File: config.mk
export PLATFORM = sky130hd
export DESIGN_NAME = pc_fetch_ctrl
export DESIGN_NICKNAME = d
export VERILOG_FILES = /design/src/rtl/pc_pkg.sv /design/src/rtl/pc_redirect_buf.sv /design/src/rtl/pc_fetch_ctrl.sv
export SDC_FILE = /design/constraint.sdc
export NUM_CORES = 1
export LEC_CHECK = 0
export ABC_AREA = 1
export BUFFER_PORTS_ARGS = -buffer_cell sky130_fd_sc_hd__buf_4
export CAP_MARGIN = 20
export CORE_ASPECT_RATIO = 1.5
export CORE_MARGIN = 3
export CORE_UTILIZATION = 30
export DETAILED_ROUTE_END_ITERATION = 7
export PLACE_DENSITY = 0.55
export SLEW_MARGIN = 25
export SYNTH_ARGS = -nofsm -noshare
export SYNTH_HDL_FRONTEND = slang
export SYNTH_SLANG_ARGS = --single-unit
File: constraint.sdc
create_clock -name clk -period 1.8 [get_ports clk]
set_clock_uncertainty 0.1 [all_clocks]
set_input_delay 0.36 -clock clk [delete_from_list [all_inputs] [get_ports clk]]
set_output_delay 0.36 -clock clk [all_outputs]
set_load 0.005 [all_outputs]
File: src/rtl/pc_pkg.sv
// ============================================================================
// Module : pc_pkg
// Brief  : Shared types and helpers for the fetch-stage program counter.
// Rev    : 1.0 - initial release
// ============================================================================
`default_nettype none

package pc_pkg;

    typedef enum logic [1:0] {
        ST_BOOT = 2'd0,
        ST_RUN  = 2'd1,
        ST_HOLD = 2'd2
    } pc_state_t;

    // Number of low address bits covered by one sequential increment.
    function automatic int unsigned pc_log2(input int unsigned v);
        int unsigned r;
        r = 0;
        for (int unsigned i = 0; i < 32; i++) begin
            if ((32'd1 << i) < v) r = i + 1;
        end
        return r;
    endfunction

endpackage

`default_nettype wire

File: src/rtl/pc_redirect_buf.sv
// ============================================================================
// Module : pc_redirect_buf
// Brief  : Holds the most recent branch target seen while fetch is frozen.
// Rev    : 1.0 - initial release
// ============================================================================
`default_nettype none

module pc_redirect_buf
    import pc_pkg::*;
#(
    parameter int DATA_LEN = 32
) (
    input  logic                clk,
    input  logic                rst,
    input  logic                set,
    input  logic [DATA_LEN-1:0] set_addr,
    input  logic                clr,
    output logic                pending,
    output logic [DATA_LEN-1:0] pend_addr
);

    logic                r_pending;
    logic [DATA_LEN-1:0] r_addr;

    // A new capture always overwrites: the latest branch wins.
    always_ff @(posedge clk) begin
        if (rst) begin
            r_pending <= 1'b0;
            r_addr    <= '0;
        end else if (set) begin
            r_pending <= 1'b1;
            r_addr    <= set_addr;
        end else if (clr) begin
            r_pending <= 1'b0;
        end
    end

    assign pending   = r_pending;
    assign pend_addr = r_addr;

endmodule

`default_nettype wire

File: src/rtl/pc_fetch_ctrl.sv
// ============================================================================
// Module : pc_fetch_ctrl
// Brief  : Fetch-stage PC with valid/ready handshake, branch redirect/kill,
//          freeze-time redirect buffer and saturating stall counter.
//          Define PC_ALIGN_CHECK_EN to align branch targets and flag faults.
// Rev    : 1.0 - initial release
// ============================================================================
`default_nettype none

module pc_fetch_ctrl
    import pc_pkg::*;
#(
    parameter int                DATA_LEN     = 32,
    parameter logic [DATA_LEN-1:0] RESET_VECTOR = '0,
    parameter int                INC_BYTES    = 4,
    parameter int                STALL_CNT_W  = 8
) (
    input  logic                   clk,
    input  logic                   rst,
    input  logic                   freeze,
    input  logic                   branch_taken,
    input  logic [DATA_LEN-1:0]    branch_addr,
    input  logic                   fetch_ready,
    output logic                   fetch_valid,
    output logic [DATA_LEN-1:0]    pc_out,
    output logic [DATA_LEN-1:0]    pc_seq,
    output logic                   fetch_kill,
    output logic                   redirect_pending,
    output logic [STALL_CNT_W-1:0] stall_cnt,
    output logic                   align_fault
);

    localparam logic [STALL_CNT_W-1:0] c_stall_max = '1;

    pc_state_t           r_state;
    pc_state_t           w_state_nxt;
    logic [DATA_LEN-1:0] r_pc;
    logic                r_kill;
    logic                r_align_fault;
    logic [STALL_CNT_W-1:0] r_stall;

    logic                w_load;
    logic                w_inc;
    logic [DATA_LEN-1:0] w_load_addr;
    logic [DATA_LEN-1:0] w_target;
    logic                w_misalign;
    logic                w_kill_nxt;
    logic                w_buf_set;
    logic                w_buf_clr;
    logic                w_pending;
    logic [DATA_LEN-1:0] w_pend_addr;

    // State register
    always_ff @(posedge clk) begin
        if (rst) r_state <= ST_BOOT;
        else     r_state <= w_state_nxt;
    end

    // Next-state logic
    always_comb begin
        w_state_nxt = r_state;
        case (r_state)
            ST_BOOT: w_state_nxt = ST_RUN;
            ST_RUN:  w_state_nxt = freeze ? ST_HOLD : ST_RUN;
            ST_HOLD: w_state_nxt = freeze ? ST_HOLD : ST_RUN;
            default: w_state_nxt = ST_BOOT;
        endcase
    end

    // Output / datapath control
    always_comb begin
        fetch_valid = 1'b0;
        w_load      = 1'b0;
        w_inc       = 1'b0;
        w_load_addr = branch_addr;
        w_kill_nxt  = 1'b0;
        w_buf_set   = 1'b0;
        w_buf_clr   = 1'b0;
        case (r_state)
            ST_BOOT: w_load = branch_taken;
            ST_RUN: begin
                fetch_valid = !freeze;
                if (freeze) begin
                    w_buf_set = branch_taken;
                end else if (branch_taken) begin
                    w_load     = 1'b1;
                    w_kill_nxt = !fetch_ready;
                end else begin
                    w_inc = fetch_ready;
                end
            end
            ST_HOLD: begin
                if (freeze) begin
                    w_buf_set = branch_taken;
                end else begin
                    // A branch on the release cycle supersedes the buffered one.
                    w_buf_clr = 1'b1;
                    if (branch_taken) begin
                        w_load = 1'b1;
                    end else if (w_pending) begin
                        w_load      = 1'b1;
                        w_load_addr = w_pend_addr;
                    end
                end
            end
            default: ;
        endcase
    end

`ifdef PC_ALIGN_CHECK_EN
    localparam int unsigned        c_align_bits = pc_log2(INC_BYTES);
    localparam logic [DATA_LEN-1:0] c_low_mask  = DATA_LEN'((64'd1 << c_align_bits) - 64'd1);
    assign w_target   = w_load_addr & ~c_low_mask;
    assign w_misalign = |(w_load_addr & c_low_mask);
`else
    assign w_target   = w_load_addr;
    assign w_misalign = 1'b0;
`endif

    pc_redirect_buf #(
        .DATA_LEN (DATA_LEN)
    ) u_redirect_buf (
        .clk       (clk),
        .rst       (rst),
        .set       (w_buf_set),
        .set_addr  (branch_addr),
        .clr       (w_buf_clr),
        .pending   (w_pending),
        .pend_addr (w_pend_addr)
    );

    always_ff @(posedge clk) begin
        if (rst) begin
            r_pc          <= RESET_VECTOR;
            r_kill        <= 1'b0;
            r_align_fault <= 1'b0;
            r_stall       <= '0;
        end else begin
            if (w_load)     r_pc <= w_target;
            else if (w_inc) r_pc <= pc_seq;
            r_kill        <= w_kill_nxt;
            r_align_fault <= w_load && w_misalign;
            if (fetch_valid && !fetch_ready && (r_stall != c_stall_max))
                r_stall <= r_stall + STALL_CNT_W'(1);
        end
    end

    assign pc_out           = r_pc;
    assign pc_seq           = r_pc + DATA_LEN'(INC_BYTES);
    assign fetch_kill       = r_kill;
    assign redirect_pending = w_pending;
    assign stall_cnt        = r_stall;
    assign align_fault      = r_align_fault;

endmodule

`default_nettype wire
[Word level (Yosys, flattened, before mapping)]
Cells that the tools add are included.
W data, S select, Z words.
Word-level totals
  flip-flop bits (word level): 76
  bits in latches: 0
  bits in writable memories: 0
  memory bits (read-only): 0
  logic and storage cells: 46
  memories: 0
Cells by class
  add/subtract/negate cells: 2
  multiply operators: 0
  div/mod/pow operators: 0
  magnitude comparators: 0
  equality and inequality tests: 3
  shift operators: 0
  mux-type cells: 24
  bitwise logic cells: 2
  reduce and logical (&&, ||, !) cells: 9
Operator list (count)
  $mux W32: 6
  $add A32 B3 Y32 const B: 1
  $mux W1: 15
  $add A8 B1 Y8 const B: 1
  $ne A8 B8 Y1 const B: 1
  $pmux W2 S2: 1
  $reduce_bool A2 Y1: 2
  $reduce_or A4 Y1: 1
  $pmux W1 S3: 1
  $eq A2 B1 Y1 const B: 1
  $eq A2 B2 Y1 const B: 1
  $logic_and A1 B1 Y1: 2
  $logic_not A1 Y1: 2
  $logic_not A2 Y1: 1
  $mux W2: 1
  $not A1 Y1: 2
  $reduce_or A2 Y1: 1

[Depth between registers and ports, before layout]
  depth in word-level cells: 5
  mapped depth: 13
  depth with buffers taken out: 12

[Cells and area by module]
From an unflattened synthesis, not the netlist that was laid out.
Unflattened totals
  cells, all modules: 778
  area total of the unflattened synthesis: 4669.5 um^2
Modules (own cells, without submodules)
  pc_fetch_ctrl: instances 1, cells an instance 635, area an instance 3517.1 um^2
  pc_redirect_buf: instances 1, cells an instance 143, area an instance 1152.4 um^2

[Least setup slack after synthesis]
OpenSTA, ideal clock, no wires.
  path type: reg-to-output
  from: reg r_pc[2], in the netlist pc_out[2]
  to: out pc_seq[20]
  arrival: 1265 ps
  setup slack: 75 ps
  cell stages (with the launch flop): 8
  path buffers: 0
  path through: dfxtp_1 ha_1 inv_1 nor2_1 nand2_1 nor2_2 nand3_1 nand2_1
On the way
  cells in the longest elaborated chain, start to end: 1
RTL lines
  from (decl): RTL line pc_fetch_ctrl.sv:37  | logic [DATA_LEN-1:0] r_pc;
  from (signal assigned): RTL line pc_fetch_ctrl.sv:139  | if (w_load) r_pc <= w_target;
  from (signal assigned): RTL line pc_fetch_ctrl.sv:140  | else if (w_inc) r_pc <= pc_seq;
  $add A32 B3 Y32: RTL line pc_fetch_ctrl.sv:149  | assign pc_seq = r_pc + DATA_LEN'(INC_BYTES);
  to (decl): RTL line pc_fetch_ctrl.sv:26  | output logic [DATA_LEN-1:0] pc_seq,
No other way between the ends.

[Worst setup path after layout]
  from: reg r_pc[4], in the netlist pc_out[4]
  to: out pc_seq[19]
The elaborated chain is that of the path after synthesis.

==> flow_summary.yaml <==
sta:
  min_period_ps: 2153
  rsz0062_at_grt: "yes"
  slew_violations: 0
  finalSetupViolCount: 51
  tns_ps: -7320
  period_share_pct: 119.6
  timing.final.ws_setup_ps: -353.4
  hold_viol_final: 0
  clock.fmax_ghz: 0.4644
final_layout:
  diodes: 0
  layout-drive-gt1-share_pct: 50.41
  syn_to_final_growth_pct: 81.31
  final_cell_area_um2: 8300
  final_util_pct: 56.35
  nNetsFinal: 1020
  final_cells: 1178
route:
  route.layer.met1.wl_mm: 6.923
  firstDrtPassIters: 5
  wl_per_cell_um: 15.60
  ant_nets: 0
  post-route-drc-count: 0
  drt-total-wl_mm: 18.37
  vias_per_cell: 4.808
  top_layer: "met4"
  first_iter_violations: 255
  wl_met3_um: 866
  wl_met2_mm: 9.962
  via_count: 5664
synthesis:
  ys_warn_count: 0
  yosysSeqAreaShare_pct: 33.23
  syn_area_um2: 4578
  syn_area_per_cell_um2: 6.203
  synthDistinctLibCells: 34
  syn-num-nets: 781
  synth_cells: 738
  synth_top_area_share_pct: 33.23
  postSynthRegisterBits: 76
  synth.area.top_cells: "dfxtp_1 33%, nand2_1 18%, inv_1 7.7%"
  yosys.area.top_type: "dfxtp_1"
place:
  gp_congestion: 0.8658
  dp_cells: 1118
  hpwl_mm: 12.38
  portBuffers: 111
  place_area_um2: 6327
worst_setup_path:
  reg2reg_from: "r_state[0]"
  critPathMaxFanout: 5
  critPathCaptureType: "output port"
  path_class: "reg2out"
  crit_start: "pc_out[4]"
  startpoint_type: "flip-flop"
  arrival_ps: 1690
  critPathRequiredTime_ps: 1340
clocking:
  htree_levels: 3
  cts_made_buffers: 9
  clockBufferDepth: 2
  clock-sinks: 76
  clk_pin_slew_ps: 70
  root_buffer: "clkbuf_16"
  clk_latency_ps: 340
  cts_tree: "yes"
  ctsHoldBuffers: 0
die:
  io_pins: 113
  dieWidth_um: 106.9
  rows: 54
  initial_core_util_pct: 31.08
  core_region_area_um2: 14730
  fp.dieArea_um2: 16810
  die_h_um: 157.3
pwr:
  leakage_nw: 3.741
  power.total_w: 0.005599
  cellPowerDensity_nw_per_um2: 674.5
  max-vdd-ir-drop_mv: 0.3907
global_routing:
  antenna_found_initial: 0
  gr-total-overflow: 0
  grt_pass1_vias: 5315
  grt_pass1_wl_mm: 26.74
  grt_usage_pct: 20.18
  grt_max_degree: 47
run_status:
  violations: "negative setup slack"
  outcome: "finished with violations"
worst_hold_path:
  min_from: "fetch_ready"
  min_path_type: "in2reg"
flow_run:
  maxCapViolations: 0
-- repair_timing --
action | 4_1_cts | 5_1_grt
setup endpoints to repair | 58 | 66
setup buffers | 43 | 13
pin swaps | 52 | 67
resized for setup | 194 | 182
cloned | 3 | 5
-- worst max-delay path: stages, from the launching register on --
cell and delay, ps:
dfxtp_4 420, nand3_2 90, nor2_1 120, buf_4 150, nand3_2 90, nor2_1 120
nand2_1 80, and2_4 160, buf_4 130
-- cell usage in the layout (no fill, tap or decap), types with 4 or more instances in the layout --
| master | Yosys | final |
|---|---|---|
| nand3_1 | 42 | 23 |
| a31oi_1 | 4 | 4 |
| xnor2_4 | 0 | 4 |
| nand2_4 | 0 | 24 |
| nor2_2 | 3 | 19 |
| buf_6 | 7 | 51 |
| dfxtp_1 | 76 | 47 |
| nand2_1 | 221 | 154 |
| nand3_2 | 1 | 17 |
| inv_4 | 0 | 7 |
| o21ai_2 | 1 | 12 |
| ha_4 | 0 | 4 |
| inv_1 | 94 | 81 |
| buf_4 | 6 | 194 |
| nor2_4 | 3 | 26 |
| o21ai_0 | 64 | 40 |
| o21ai_1 | 3 | 14 |
| o211ai_1 | 7 | 7 |
| buf_8 | 0 | 4 |
| inv_2 | 3 | 8 |
| nand4_1 | 9 | 9 |
| buf_12 | 0 | 7 |
| clkbuf_16 | 0 | 12 |
| dfxtp_2 | 0 | 19 |
| a21oi_1 | 64 | 57 |
| nand2_2 | 1 | 43 |
| nor2_1 | 74 | 35 |
| dfxtp_4 | 0 | 10 |
| a21oi_2 | 0 | 7 |
-- state kept, by name, indices dropped and copies added, names as in the netlist --
| name | cells |
|---|---|
| r_state | 2 |
| pc_out | 32 |
| u_redirect_buf.pend_addr | 32 |
| stall_cnt | 8 |
| u_redirect_buf.pending | 1 |
| fetch_kill | 1 |
-- cell type report --
class                   count  area, um2
clock inverters             5      82.58
fillers                  1413       6429
clock buffers              11      252.7
well taps                 196      245.2
repair buffers            261       2344
multi-input cells         531       3401
inverters                  98      392.9
flip-flops and latches     76       1583
-- Yosys cell counts (all sizes together) --
cell    instances
a21oi          64
o21bai          3
clkinv          1
o21ai          68
o211ai          7
a31oi           4
ha              6
clkbuf         15
inv            97
nor4            1
xnor2           7
buf            18
dfxtp          76
and2            1
nor3            3
or2             3
nand3b          3
nor2           81
xor2            5
conb            1
nand3          43
nand2         222
nand4           9
-- through the flow --
| step | hold WS [ps] | setup WS [ps] |
|---|---|---|
| 2_1_floorplan | 320.5 | 75.06 |
| 3_3_place_gp | 327.9 | -166.3 |
| 3_5_place_dp | 332.6 | -219.3 |
| 4_1_cts | 104.9 | -288.7 |
| 5_1_grt | 129.7 | -412.3 |
| 6_report | 133.1 | -353.4 |
-- path summary, 6_finish.rpt --
path	slack, ps	endpoint	cells past startpoint
worst max-delay path	-350	pc_seq[19]	8
worst min register to register	340	u_redirect_buf.pend_addr[15]	2
worst min-delay path	130	fetch_kill	2
worst max register to register	-100	pc_out[24]	11
-- power breakdown --
part / internal (W) / switching (W)
clock: 0.00130 / 0.000747
combinational: 0.000828 / 0.000797
sequential: 0.00182 / 0.000116
total: 0.00394 / 0.00166
-- metal layers --
metal | up-vias | GRT usage (%)
li1 | 2820 | -
met2 | 157 | 38.02
met3 | 41 | 2.626
met4 | 0 | 6.399
met1 | 2646 | 23.39
met5 | - | 0
-- logic make-up (layout without fill, tap and decap cells) --
kind of cell    after synthesis  count (layout)  share of synthesized area [%]
simple gates                366             366                          33.45
compound gates              146             146                          16.78
buf+inv                     131             375                          12.52
flops                        76              76                          33.23
xor+xnor                     12              12                          2.296
fa+ha+maj                     6               6                          1.640
other cells                   1               1                        0.08191
Note: power is estimated with default switching activity, not from simulation.
